File: src/rtl/btn_pkg.sv
// Shared definitions for the button conditioner: debounce FSM state encoding
// and a helper mapping a state to the debounced button level.
package btn_pkg;

    localparam logic [1:0] RELEASED    = 2'd0;
    localparam logic [1:0] PRESS_CHK   = 2'd1;
    localparam logic [1:0] HELD        = 2'd2;
    localparam logic [1:0] RELEASE_CHK = 2'd3;

    // The accepted level is high in HELD and RELEASE_CHK, which is exactly the state MSB.
    function automatic logic level_of(input logic [1:0] st);
        return st[1];
    endfunction

endpackage

File: src/rtl/btn_channel.sv
// One button: 2-flop synchroniser, debounce FSM, debounce/hold counters and
// registered press/release/repeat strobes.
//
//   state        | meaning
//   -------------+-----------------------------------------------------------
//   RELEASED     | accepted level 0, input stable low
//   PRESS_CHK    | input went high, counting stable cycles before accepting
//   HELD         | accepted level 1, hold counter drives auto-repeat
//   RELEASE_CHK  | input went low, counting stable cycles; hold count frozen
module btn_channel
    import btn_pkg::*;
#(
    parameter int DB_CYCLES  = 20000,
    parameter int REP_DELAY  = 500000,
    parameter int REP_PERIOD = 100000,
    parameter int CNT_W      = 20
) (
    input  logic clk_i,
    input  logic rst_i,
    input  logic btn_raw_i,
    output logic level_o,
    output logic press_o,
    output logic release_o,
    output logic repeat_o
);

    localparam logic [CNT_W-1:0] DB_LAST    = CNT_W'(DB_CYCLES - 1);
    localparam logic [CNT_W-1:0] REP_LAST   = CNT_W'(REP_DELAY - 1);
    localparam logic [CNT_W-1:0] REP_RELOAD = CNT_W'(REP_DELAY - REP_PERIOD);

    logic             s1_q;
    logic             s2_q;
    logic [1:0]       state_q, state_d;
    logic [CNT_W-1:0] db_cnt_q, db_cnt_d;
    logic [CNT_W-1:0] hold_cnt_q, hold_cnt_d;
    logic             press_q, press_d;
    logic             release_q, release_d;
    logic             repeat_q, repeat_d;

    always_comb begin
        state_d    = state_q;
        db_cnt_d   = db_cnt_q;
        hold_cnt_d = hold_cnt_q;
        press_d    = 1'b0;
        release_d  = 1'b0;
        repeat_d   = 1'b0;
        case (state_q)
            RELEASED: begin
                if (s2_q) begin
                    state_d  = PRESS_CHK;
                    db_cnt_d = '0;
                end
            end
            PRESS_CHK: begin
                if (!s2_q) begin
                    state_d = RELEASED;
                end else if (db_cnt_q == DB_LAST) begin
                    state_d    = HELD;
                    press_d    = 1'b1;
                    hold_cnt_d = '0;
                end else begin
                    db_cnt_d = db_cnt_q + 1'b1;
                end
            end
            HELD: begin
                if (!s2_q) begin
                    state_d  = RELEASE_CHK;
                    db_cnt_d = '0;
                end else if (hold_cnt_q == REP_LAST) begin
                    // Reloading leaves REP_PERIOD cycles until the next compare hit.
                    repeat_d   = 1'b1;
                    hold_cnt_d = REP_RELOAD;
                end else begin
                    hold_cnt_d = hold_cnt_q + 1'b1;
                end
            end
            RELEASE_CHK: begin
                if (s2_q) begin
                    state_d = HELD;
                end else if (db_cnt_q == DB_LAST) begin
                    state_d   = RELEASED;
                    release_d = 1'b1;
                end else begin
                    db_cnt_d = db_cnt_q + 1'b1;
                end
            end
            default: state_d = RELEASED;
        endcase
    end

    always_ff @(posedge clk_i) begin
        if (rst_i) begin
            s1_q       <= 1'b0;
            s2_q       <= 1'b0;
            state_q    <= RELEASED;
            db_cnt_q   <= '0;
            hold_cnt_q <= '0;
            press_q    <= 1'b0;
            release_q  <= 1'b0;
            repeat_q   <= 1'b0;
        end else begin
            s1_q       <= btn_raw_i;
            s2_q       <= s1_q;
            state_q    <= state_d;
            db_cnt_q   <= db_cnt_d;
            hold_cnt_q <= hold_cnt_d;
            press_q    <= press_d;
            release_q  <= release_d;
            repeat_q   <= repeat_d;
        end
    end

    assign level_o   = level_of(state_q);
    assign press_o   = press_q;
    assign release_o = release_q;
    assign repeat_o  = repeat_q;

endmodule

File: src/rtl/btn_conditioner.sv
// Input conditioning ahead of gameControl: per-button debounce with press,
// release and auto-repeat strobes, plus plain 2-flop sync of the switches.
module btn_conditioner
    import btn_pkg::*;
#(
    parameter int N_BTN      = 5,
    parameter int N_SW       = 6,
    parameter int DB_CYCLES  = 20000,
    parameter int REP_DELAY  = 500000,
    parameter int REP_PERIOD = 100000,
    parameter int CNT_W      = 20
) (
    input  logic             clk,
    input  logic             rst,
    input  logic [N_BTN-1:0] btn_raw,
    input  logic [N_SW-1:0]  sw_raw,
    input  logic             rnd_raw,
    output logic [N_BTN-1:0] btn_level,
    output logic [N_BTN-1:0] btn_press,
    output logic [N_BTN-1:0] btn_release,
    output logic [N_BTN-1:0] btn_repeat,
    output logic [N_SW-1:0]  sw_sync,
    output logic             rnd_sync
);

    logic [N_SW-1:0] sw_s1_q;
    logic [N_SW-1:0] sw_s2_q;
    logic            rnd_s1_q;
    logic            rnd_s2_q;

    always_ff @(posedge clk) begin
        if (rst) begin
            sw_s1_q  <= '0;
            sw_s2_q  <= '0;
            rnd_s1_q <= 1'b0;
            rnd_s2_q <= 1'b0;
        end else begin
            sw_s1_q  <= sw_raw;
            sw_s2_q  <= sw_s1_q;
            rnd_s1_q <= rnd_raw;
            rnd_s2_q <= rnd_s1_q;
        end
    end

    assign sw_sync  = sw_s2_q;
    assign rnd_sync = rnd_s2_q;

    for (genvar i = 0; i < N_BTN; i++) begin : g_btn
        btn_channel #(
            .DB_CYCLES (DB_CYCLES),
            .REP_DELAY (REP_DELAY),
            .REP_PERIOD(REP_PERIOD),
            .CNT_W     (CNT_W)
        ) u_chan (
            .clk_i    (clk),
            .rst_i    (rst),
            .btn_raw_i(btn_raw[i]),
            .level_o  (btn_level[i]),
            .press_o  (btn_press[i]),
            .release_o(btn_release[i]),
            .repeat_o (btn_repeat[i])
        );
    end

endmodule

File: config.mk
export PLATFORM = sky130hd
export DESIGN_NAME = btn_conditioner
export DESIGN_NICKNAME = d
export VERILOG_FILES = /design/src/rtl/btn_pkg.sv /design/src/rtl/btn_channel.sv /design/src/rtl/btn_conditioner.sv
export SDC_FILE = /design/constraint.sdc
export NUM_CORES = 1
export LEC_CHECK = 0
export BUFFER_PORTS_ARGS = -buffer_cell sky130_fd_sc_hd__buf_2
export CAP_MARGIN = 20
export CORE_UTILIZATION = 60
export DETAILED_ROUTE_END_ITERATION = 10
export PLACE_DENSITY_LB_ADDON = 0.3
export SYNTH_ARGS = -nofsm -noshare
export SYNTH_HDL_FRONTEND = slang
export SYNTH_SLANG_ARGS = --single-unit
File: constraint.sdc
create_clock -name clk -period 4.8 [get_ports clk]
set_input_delay 0.72 -clock clk [delete_from_list [all_inputs] [get_ports clk]]
set_output_delay 0.72 -clock clk [all_outputs]
set_load 0.005 [all_outputs]
# Yosys cells after proc, flatten, opt, wreduce, memory -nomap -nowiden
# Index checks and enable logic that the tools add are counted.
# word_totals
word_cells	279
regBits	249
# classes
eq_ne	65
mux	100
add_sub_neg	10
bitwise_logic	20
n_reduce_logical	40
# ops
operator	count
$mux W20	45
$pmux W20 S4	5
$add A20 B1 Y20 const B	10
$pmux W20 S2	5
$eq A20 B15 Y1 const B	5
$eq A20 B19 Y1 const B	5
$mux W2	30
$reduce_and A4 Y1	15
$reduce_or A3 Y1	15
$ne A2 B1 Y1 const B	20
$pmux W2 S4	5
$eq A2 B2 Y1 const B	10
$ne A2 B2 Y1 const B	10
$not A1 Y1	20
$ne A3 B1 Y1 const B	5
$ne A3 B3 Y1 const B	5
$eq A2 B1 Y1 const B	5
$logic_not A2 Y1	5
$mux W1	10
$reduce_bool A2 Y1	5

# Depth between registers and ports, before layout
# Gate-level depths: netlist of run 1.
# depth
ltp_word	4
ltp_mapped	9
depth_no_buf	6

# Hierarchy
# From an unflattened synthesis of run 1, not the netlist that was laid out.
# unflattened
hier_cells	1519
area_unflattened_um2	12700.9
# by_module_without_submodules
mod	seq_area_each_um2	area_per_inst_um2	n_inst	cells_each
btn_channel	940.9	2458.6	5	298
btn_conditioner	280.3	407.9	1	29

# Worst setup path before layout of run 1
# No wires, ideal clock.
# synth_timing
path_type	reg2reg
from	reg g_btn[2].u_chan.db_cnt_q[16]
to	reg g_btn[2].u_chan.hold_cnt_q[0]
setup_time_ps	117
synth_period_minus_slack_ps	2089
required_ps	4683
t_arrival_ps	1972
stages_incl_launch_ff	7
path_slack_ps	2711
path_cell_list	dfxtp_1 or4_1 or4_1 nor3_1 a221o_1 buf_2 nor2_1
# synth_between
elab_chain_cells	3
# synth_lines
item	line	text
start: declaration	btn_channel.sv:34	logic [CNT_W-1:0] db_cnt_q, db_cnt_d;
start signal: assignment	btn_channel.sv:105	db_cnt_q <= db_cnt_d;
$eq A20 B15 Y1	btn_channel.sv:57	end else if (db_cnt_q == DB_LAST) begin
$ne A2 B1 Y1 (no source line)	--	
$reduce_and A4 Y1 (no source line)	--	
end signal: assignment	btn_channel.sv:106	hold_cnt_q <= hold_cnt_d;
end: declaration	btn_channel.sv:35	logic [CNT_W-1:0] hold_cnt_q, hold_cnt_d;
# Every way passes these cells.
# A chain may end at the register's enable or synchronous reset.

# Worst setup path after layout of run 1
# layout_timing
from	reg g_btn[0].u_chan.db_cnt_q[4]
to	reg g_btn[0].u_chan.hold_cnt_q[13]
# layout_between
elab_chain_cells	3
# layout_lines
item	line
start: declaration	btn_channel.sv:34
start signal: assignment	btn_channel.sv:105
$eq A20 B15 Y1	btn_channel.sv:57
$ne A2 B1 Y1 (no source line)	--
$reduce_and A4 Y1 (no source line)	--
end signal: assignment	btn_channel.sv:106
end: declaration	btn_channel.sv:35
# Every way passes these cells.

==> summary.md, run 1 <==
| Metric | Value |
|---|---|
| Synthesized instance count | 1,467 |
| N_diodes | 0 |
| Sequential-to-total area share from yosys stat | 40.63% |
| Synth area leader | dfxtp_1 |
| Grt total ovfl | 0 |
| Share of flip-flops with an asynchronous set or reset | 0% |
| Vias | 10.90k |
| Initial DRC Count | 782 |
| CTS hold repair buffers | 0 |
| Worst Tran Pin Value | 1.012 ns |
| Pwr per Cell Area | 324.8 nW/um^2 |
| Yosys reg bits | 249 |
| H-tree levels | 1 |
| Fmax | 378.1 MHz |
| Io pins | 41 |
| Main flop type after synthesis | dfxtp_1 |
| Die H | 145 um |
| Worst Skew | 0.01144 ns |
| Critical Path End Type | flop |
| Global-route wire length before repair | 45,220 um |
| Routability cong. | 0.8375 |
| Initial Util | 62.02% |
| RSZ-0062 raised after global routing | false |
| WL final | 26,240 um |
| CTS Sinks | 249 |
| Number of vias per cell | 6.286 |
| IO buf count | 40 |
| Hold Vio Cnt, Final | 0 |
| Slew margin rel. | 32.47% |
| Hpwl dp | 17,230 um |
| Cell breakdown of the critical path | nor4bb_1 > nand4b_1 > o21a_1 > or4_1 > a21oi_1 |
| Gate power share | 1.9% |
| Fin area | 13,350 um^2 |
| Area contributors post-synth | dfxtp_1 (41%), a21oi_1 (4.4%), nor2_1 (3.2%) |
| Die area | 21,030 um^2 |
| Final setup violation count | 0 |
| EDFF count, synth | 0 |
| TritonCTS clock tree | built |
| # DRC | 0 |
| Setup Fix Bufs, Post-CTS | 0 |
| Sequential share of power | 48.2% |
| Multi-input gate area | 6689 um^2 |
| Switching share of total power | 20.31% |
| WP data arrival | 3.10 ns |
| Worst Path Buf+Inv | 0 |
| TNS Setup | 0 ns |
| Core area | 19,780 um^2 |
| Synth top area share | 40.63% |
| Vias in the first global route | 9,928 |
| Worst Setup Path Type | flop to flop |
| Row count | 51 |
| Max Cap Viol | 0 |
| Synthesized area | 12,270 um^2 |
| Root Buffer | clkbuf_16 |
| Hold Crit Class | input pin to flop |
| Max Slew Vio Count | 0 |
| Avg Synthesized Cell Area | 8.364 um^2 |
| Ratio of cells with drive above 1 in the final layout | 7.284% |
| Largest net degree at the start of global routing | 94 |
| Critical Path Fanout Max | 30 |
| Slowest CP cell | o21a_1 |
| Net Sw Power | 880.7 uW |
| Critical Path RT | 5.26 ns |
| Initial antenna violation count | 0 |
| Clock group share of total power | 49.9% |
| Worst setup SP type | flop |
| NumNets Final | 1,475 |
| Storage element area | 4985 um^2 |
| Fillers | 1,604 |
| Layout area overhead | 8.821% |
| Die width | 145 um |
| Leak | 4.285 nW |
| P_int | 3.456 mW |
| Iteration count of the initial detailed-routing pass | 5 |
| Total Routing Usage GR | 24.59% |
| Drt wl/cell | 15.13 um |
| Largest stage delay on the critical path | 0.63 ns |
| # resized after CTS | 0 |
| Post-placement cell area | 12,410 um^2 |
| Tmin final | 2.645 ns |
| Distinct cells, synth | 73 |
| Reg clk slew, reported paths | 0.06 ns |
| Syn. warnings | 0 |
| Later-pin clock latency in the skew report | 0.53 ns |
| Maximum vdd drop | 0.2550 mV |
| Clk buf depth | 3 |
| Cell family with most CP delay | simple AND/OR/NAND/NOR gates |
| Run status | completed |
| Routed Antenna Nets | 0 |
| Synthesized Nets | 1,491 |
| Tcrit/Tclk final | 55.10% |
| Cts bufs inserted | 27 |
worst register-to-register path, stage by stage, from the launching register on:
cell and delay, ns:
dfxtp_1 0.45, nor4bb_1 0.29, nand4b_1 0.42, o21a_1 0.64
or4_1 0.63, a21oi_1 0.15
flip-flops by register name (all words and copies together) (netlist names), named ones only:
name	cells
sw_sync	6
g_btn.u_chan.press_o	5
g_btn.u_chan.hold_cnt_q	100
g_btn.u_chan.repeat_o	5
rnd_sync	1
g_btn.u_chan.state_q	5
sw_s1_q	6
g_btn.u_chan.db_cnt_q	100
rnd_s1_q	1
g_btn.u_chan.s2_q	5
g_btn.u_chan.s1_q	5
g_btn.u_chan.release_o	5
metrics by stage:
stage               setup slack [ns]  utilization, %  power (mW)  hold WS [ns]  std cells
CTS                            2.196           67.44       4.380        0.3802       1733
finish                         2.155           67.50       4.337        0.3968       1734
global route                   1.964           67.50       4.473        0.3950       1734
floorplan                      2.711               -       2.188        0.4138       1467
detailed placement             2.193           62.74       2.216        0.4270       1686
global placement               2.045           62.68       2.213        0.4152       1685
Yosys cell counts (all sizes together) (6+ instances only):
cell	count
inv	39
or3	55
dfxtp	249
nand2b	9
nor3b	7
a21oi	109
o41ai	6
o31ai	45
o211ai	10
nor4	32
nand3	62
xor2	38
xnor2	26
a31oi	14
nor2	104
nand4b	6
mux2i	10
nor3	51
ha	10
nand4	54
nand2	95
nor4b	11
clkbuf	57
and2	16
nand3b	6
and3	30
nor2b	30
or2	8
or4	44
a211oi	23
and4	21
o21a	13
o2111ai	10
o21ai	81
buf	36
power groups by stage:
stage	Combinational [mW]	Clock [mW]	Sequential [mW]
2_1_floorplan	0.0614	0	2.13
3_3_place_gp	0.0801	0	2.13
3_5_place_dp	0.0827	0	2.13
4_1_cts	0.0828	2.21	2.09
5_1_grt	0.0918	2.29	2.09
6_report	0.0837	2.16	2.09
logic make-up after synthesis:
kind of cell,count (synthesis),synth area share (%)
simple gates,652,30.00
fa+ha+maj,10,1.020
xor+xnor,64,4.569
flops,249,40.63
mux,10,0.8159
buf+inv,132,4.885
compound gates,350,18.08
layer usage:
layer / GRT usage [%] / wire length (um) / up-vias
li1: - / - / 5438
met1: 33.33 / 12310 / 5156
met2: 40.12 / 12240 / 252
met3: 3.333 / 1054 / 54
met4: 8.351 / 634 / 0
met5: 0 / 0 / -
cell usage in the layout (no fill, tap or decap), types with 16 or more instances in the layout:
cell / instances
xor2_1: 38
nor3_1: 50
or4_1: 43
or3_1: 55
a21oi_1: 107
inv_1: 39
and3_1: 30
nand2_1: 95
a211oi_1: 23
clkbuf_16: 27
nor2b_1: 30
and4_1: 21
nor2_1: 103
nand4_1: 54
nor4_1: 31
nand3_1: 62
buf_2: 39
xnor2_1: 26
o31ai_1: 44
o21ai_0: 75
and2_1: 16
dfxtp_1: 249
path summary, 6_finish.rpt:
| path | cells past startpoint | slack [ns] | startpoint | end |
|---|---|---|---|---|
| hold / removal | 2 | 0.40 | sw_raw[3] | sw_s1_q[3]$_SDFF_PP0_ |
| hold reg to reg | 1 | 0.44 | sw_s1_q[1]$_SDFF_PP0_ | sw_sync[1]$_SDFF_PP0_ |
| setup reg to reg | 5 | 2.16 | g_btn[0].u_chan.db_cnt_q[4]$_SDFFE_PP0P_ | g_btn[0].u_chan.hold_cnt_q[13]$_SDFFE_PP0P_ |
| setup / recovery | 5 | 2.16 | g_btn[0].u_chan.db_cnt_q[4]$_SDFFE_PP0P_ | g_btn[0].u_chan.hold_cnt_q[13]$_SDFFE_PP0P_ |
area by class of cell:
cell class,instances,area share (%)
clock buffers,36,5.613
well taps,265,2.483
flip-flops and latches,249,37.33
clock inverters,11,1.349
inverters,39,1.096
repair buffers,48,2.024
multi-input cells,1086,50.10
Power figures use the tool's default switching activity.
==> run 2, diff against run 1 <==
--- a/config.mk
+++ b/config.mk
@@ -5,9 +5,10 @@
 export SDC_FILE = /design/constraint.sdc
 export NUM_CORES = 1
 export LEC_CHECK = 0
+export ABC_AREA = 1
 export BUFFER_PORTS_ARGS = -buffer_cell sky130_fd_sc_hd__buf_2
 export CAP_MARGIN = 20
-export CORE_UTILIZATION = 60
+export CORE_UTILIZATION = 57
 export DETAILED_ROUTE_END_ITERATION = 10
 export PLACE_DENSITY_LB_ADDON = 0.3
 export SYNTH_ARGS = -nofsm -noshare
==> constraint.sdc (replaced) <==
create_clock -name clk -period 2.2 [get_ports clk]
set_input_delay 0.33 -clock clk [delete_from_list [all_inputs] [get_ports clk]]
set_output_delay 0.33 -clock clk [all_outputs]
set_load 0.005 [all_outputs]
==> summary.md, run 2 <==
| Metric | Value |
|---|---|
| Global-route wire length before repair | 62,470 um |
| Switching share of total power | 22.09% |
| Layout area overhead | 9.028% |
| Worst setup SP type | flop |
| # DRC | 0 |
| Final Util | 63.16% |
| Worst Setup Path Type | flop to flop |
| R2R Setup Slk | 0.21 ns |
| Worst Setup SP | g_btn[2].u_chan.db_cnt_q[0]$_SDFFE_PP0P_ |
| Tcrit/Tclk final | 90.26% |
| Ratio of cells with drive above 1 in the final layout | 7.671% |
| Avg Synthesized Cell Area | 6.099 um^2 |
| Critical Path End Type | flop |
| Net Sw Power | 2.097 mW |
| WP data arrival | 2.42 ns |
| Critical Path Fanout Max | 16 |
| Grt total ovfl | 0 |
| Gate power share | 2.9% |
| Hpwl dp | 25,760 um |
| Vias | 15.29k |
| Sequential-to-total area share from yosys stat | 33.21% |
| Largest stage delay on the critical path | 0.41 ns |
| H-tree levels | 1 |
| Max Used Layer | met4 |
| IO buf count | 40 |
| Synth area leader | dfxtp_1 |
| Tmin final | 1.986 ns |
| TritonCTS clock tree | built |
| Core area | 25,910 um^2 |
| Storage element area | 4985 um^2 |
| Row count | 59 |
| Cell family with most CP delay | simple AND/OR/NAND/NOR gates |
| Distinct cells, synth | 48 |
| Crit path depth | 8 |
| WL final | 36,440 um |
| Iteration count of the initial detailed-routing pass | 8 |
| Commonest cells post-synth | nand2_1 (689), nor2_1 (474), inv_1 (259) |
| Final setup violation count | 0 |
| Maximum vdd drop | 0.7223 mV |
| R2R depth | 8 |
| Commonest non-fill, non-tap cell in the layout | nand2_1 |
| Synthesized instance count | 2,461 |
| P_int | 7.398 mW |
| Cts bufs inserted | 28 |
| DR WL met2 | 17,250 um |
| Hold Vio Cnt, Final | 0 |
| Largest net degree at the start of global routing | 57 |
| Largest regs | g_btn.u_chan.db_cnt_q (100), g_btn.u_chan.hold_cnt_q (100) |
| Reg clk slew, reported paths | 0.06 ns |
| Worst Hold Slack | 0.01373 ns |
| Die H | 164.3 um |
| Run status | completed |
| Routability cong. | 0.9633 |
| Cell breakdown of the critical path | ha_1 > nand3_2 > nor2_2 > nand4_2 > nand2_4 > inv_2 > o21ai_0 > nor2_1 |
| Synthesized area | 15,010 um^2 |
| Drt wl/cell | 12.84 um |
| Leak | 6.082 nW |
| RR Startpoint | g_btn[2].u_chan.db_cnt_q[0]$_SDFFE_PP0P_ |
| Initial DRC Count | 1,248 |
| CTS Sinks | 249 |
| Max Cap Viol | 0 |
| Critical Path RT | 2.63 ns |
| Met3 wire length | 1923 um |
| Root Buffer | clkbuf_16 |
| Syn. warnings | 0 |
| Vias in the first global route | 13.95k |
| RSZ-0062 raised after global routing | false |
| Worst setup path endpoint | g_btn[2].u_chan.hold_cnt_q[16]$_SDFFE_PP0P_ |
| Synthesized Nets | 2,485 |
| Worst Tran Pin Value | 0.9648 ns |
| Met1 WL | 16,490 um |
| Later-pin clock latency in the skew report | 0.55 ns |
| FF-to-FF End | g_btn[2].u_chan.hold_cnt_q[16]$_SDFFE_PP0P_ |
| Slew margin rel. | 35.68% |
| Fillers | 2,471 |
| Die width | 164.3 um |
| NumNets Final | 2,508 |
| Max Slew Vio Count | 0 |
| Routed Antenna Nets | 0 |
| Sequential share of power | 48.0% |
| Die area | 26,980 um^2 |
| Io pins | 41 |
| Slowest CP cell | dfxtp_1 |
| Clk buf depth | 3 |
| Main flop type after synthesis | dfxtp_1 |
| Synth top area share | 33.21% |
| WHS Path Cells | 3 |
| Pwr per Cell Area | 580.2 nW/um^2 |
| Initial Util | 57.93% |
| Worst Skew | 0.01396 ns |
| Clock group share of total power | 49.1% |
| Worst Path Buf+Inv | 1 |
| Fmax | 503.6 MHz |
| Initial antenna violation count | 0 |
| Yosys reg bits | 249 |
| Area contributors post-synth | dfxtp_1 (33%), nand2_1 (17%), nor2_1 (12%) |
| Hold Crit Class | input pin to flop |
| EDFF count, synth | 0 |
| Most frequent cell after synthesis | nand2_1 |
| Number of vias per cell | 5.386 |
| N_diodes | 0 |
| Share of flip-flops with an asynchronous set or reset | 0% |
| Most frequent cells in the layout | nand2_1 (689), nor2_1 (473), inv_1 (259) |
| Setup Fix Bufs, Post-CTS | 0 |
| Multi-input gate area | 8462 um^2 |
| TNS Setup | 0 ns |
| Total Routing Usage GR | 27.30% |
run 2: cell count changes after synthesis, moves of 22 or more:
| cell | previous run | this run |
|---|---|---|
| nand2_1 | 95 | 689 |
| nor2_1 | 103 | 474 |
| inv_1 | 39 | 259 |
| nand3_1 | 62 | 219 |
| or3_1 | 55 | 0 |
| or4_1 | 43 | 0 |
| o31ai_1 | 44 | 2 |
| clkbuf_1 | 57 | 26 |
| and3_1 | 30 | 0 |
| nor2b_1 | 30 | 0 |
| nor4_1 | 31 | 8 |
| a211oi_1 | 23 | 1 |
| a21oi_1 | 108 | 130 |
run 2: worst min-delay path by stage:
stage | start | endpoint | slack [ns]
finish | sw_raw[5] | sw_s1_q[5]$_SDFF_PP0_ | 0.01
global route | sw_raw[2] | sw_s1_q[2]$_SDFF_PP0_ | 0.02
CTS | sw_raw[2] | sw_s1_q[2]$_SDFF_PP0_ | 0.009
detailed placement | sw_s1_q[1]$_SDFF_PP0_ | sw_sync[1]$_SDFF_PP0_ | 0.39
global placement | sw_s1_q[4]$_SDFF_PP0_ | sw_sync[4]$_SDFF_PP0_ | 0.39
floorplan | g_btn[0].u_chan.s1_q$_SDFF_PP0_ | g_btn[0].u_chan.s2_q$_SDFF_PP0_ | 0.39
run 2: cell families (layout without fill, tap and decap cells):
group	Yosys count	after routing	share of synthesized area, %
buffers and inverters	362	404	10.46
and+or+nand+nor	1585	1585	45.73
xor gates and xnor gates	39	39	2.276
AOI/OAI and AO/OA	216	216	7.486
adders and majority gates	10	10	0.8336
DFF	249	249	33.21
run 2: what timing repair did:
| action | 4_1_cts | 5_1_grt |
|---|---|---|
| gates resized for setup | 0 | 2 |
| hold buffers | 10 | 0 |
| endpoints found under the setup margin | 0 | 5 |
| hold endpoints to repair | 10 | 0 |
run 2: final cells by class:
class / instances / area share, %
clock inverter: 7 / 0.4205
timing repair buffer: 76 / 3.219
clock buffer: 42 / 5.222
sequential: 249 / 30.46
multi-input combinational: 1850 / 51.71
tap: 335 / 2.561
inverter: 279 / 6.407
run 2: power groups by stage:
stage / registers, mW / clock network, mW / logic [mW]
final: 4.55 / 4.66 / 0.279
after global routing: 4.56 / 4.94 / 0.310
after CTS: 4.55 / 4.76 / 0.278
after detailed placement: 4.65 / 0 / 0.262
after global placement: 4.65 / 0 / 0.257
after floorplan: 4.65 / 0 / 0.180
run 2: tightest hold or removal path, cell delays in order:
cell,delay [ns]
buf_2,0.09
inv_1,0.04
nor2_1,0.07
run 2: layer usage:
| layer | global-route usage, % | vias to the layer above |
|---|---|---|
| met2 | 47.37 | 413 |
| li1 | - | 7844 |
| met5 | 0 | - |
| met4 | 8.249 | 0 |
| met3 | 3.182 | 69 |
| met1 | 35.24 | 6959 |
run 2: through the flow:
stage / std cells / power, mW / instance area (um^2) / setup slack [ns]
after floorplan: 2461 / 4.830 / 15010 / 0.5334
after global placement: 2779 / 4.910 / 15330 / 0.1910
after CTS: 2838 / 9.595 / 16360 / 0.09264
after detailed placement: 2779 / 4.916 / 15330 / 0.1319
final: 2838 / 9.495 / 16360 / 0.2142
after global routing: 2838 / 9.803 / 16360 / 0.03863
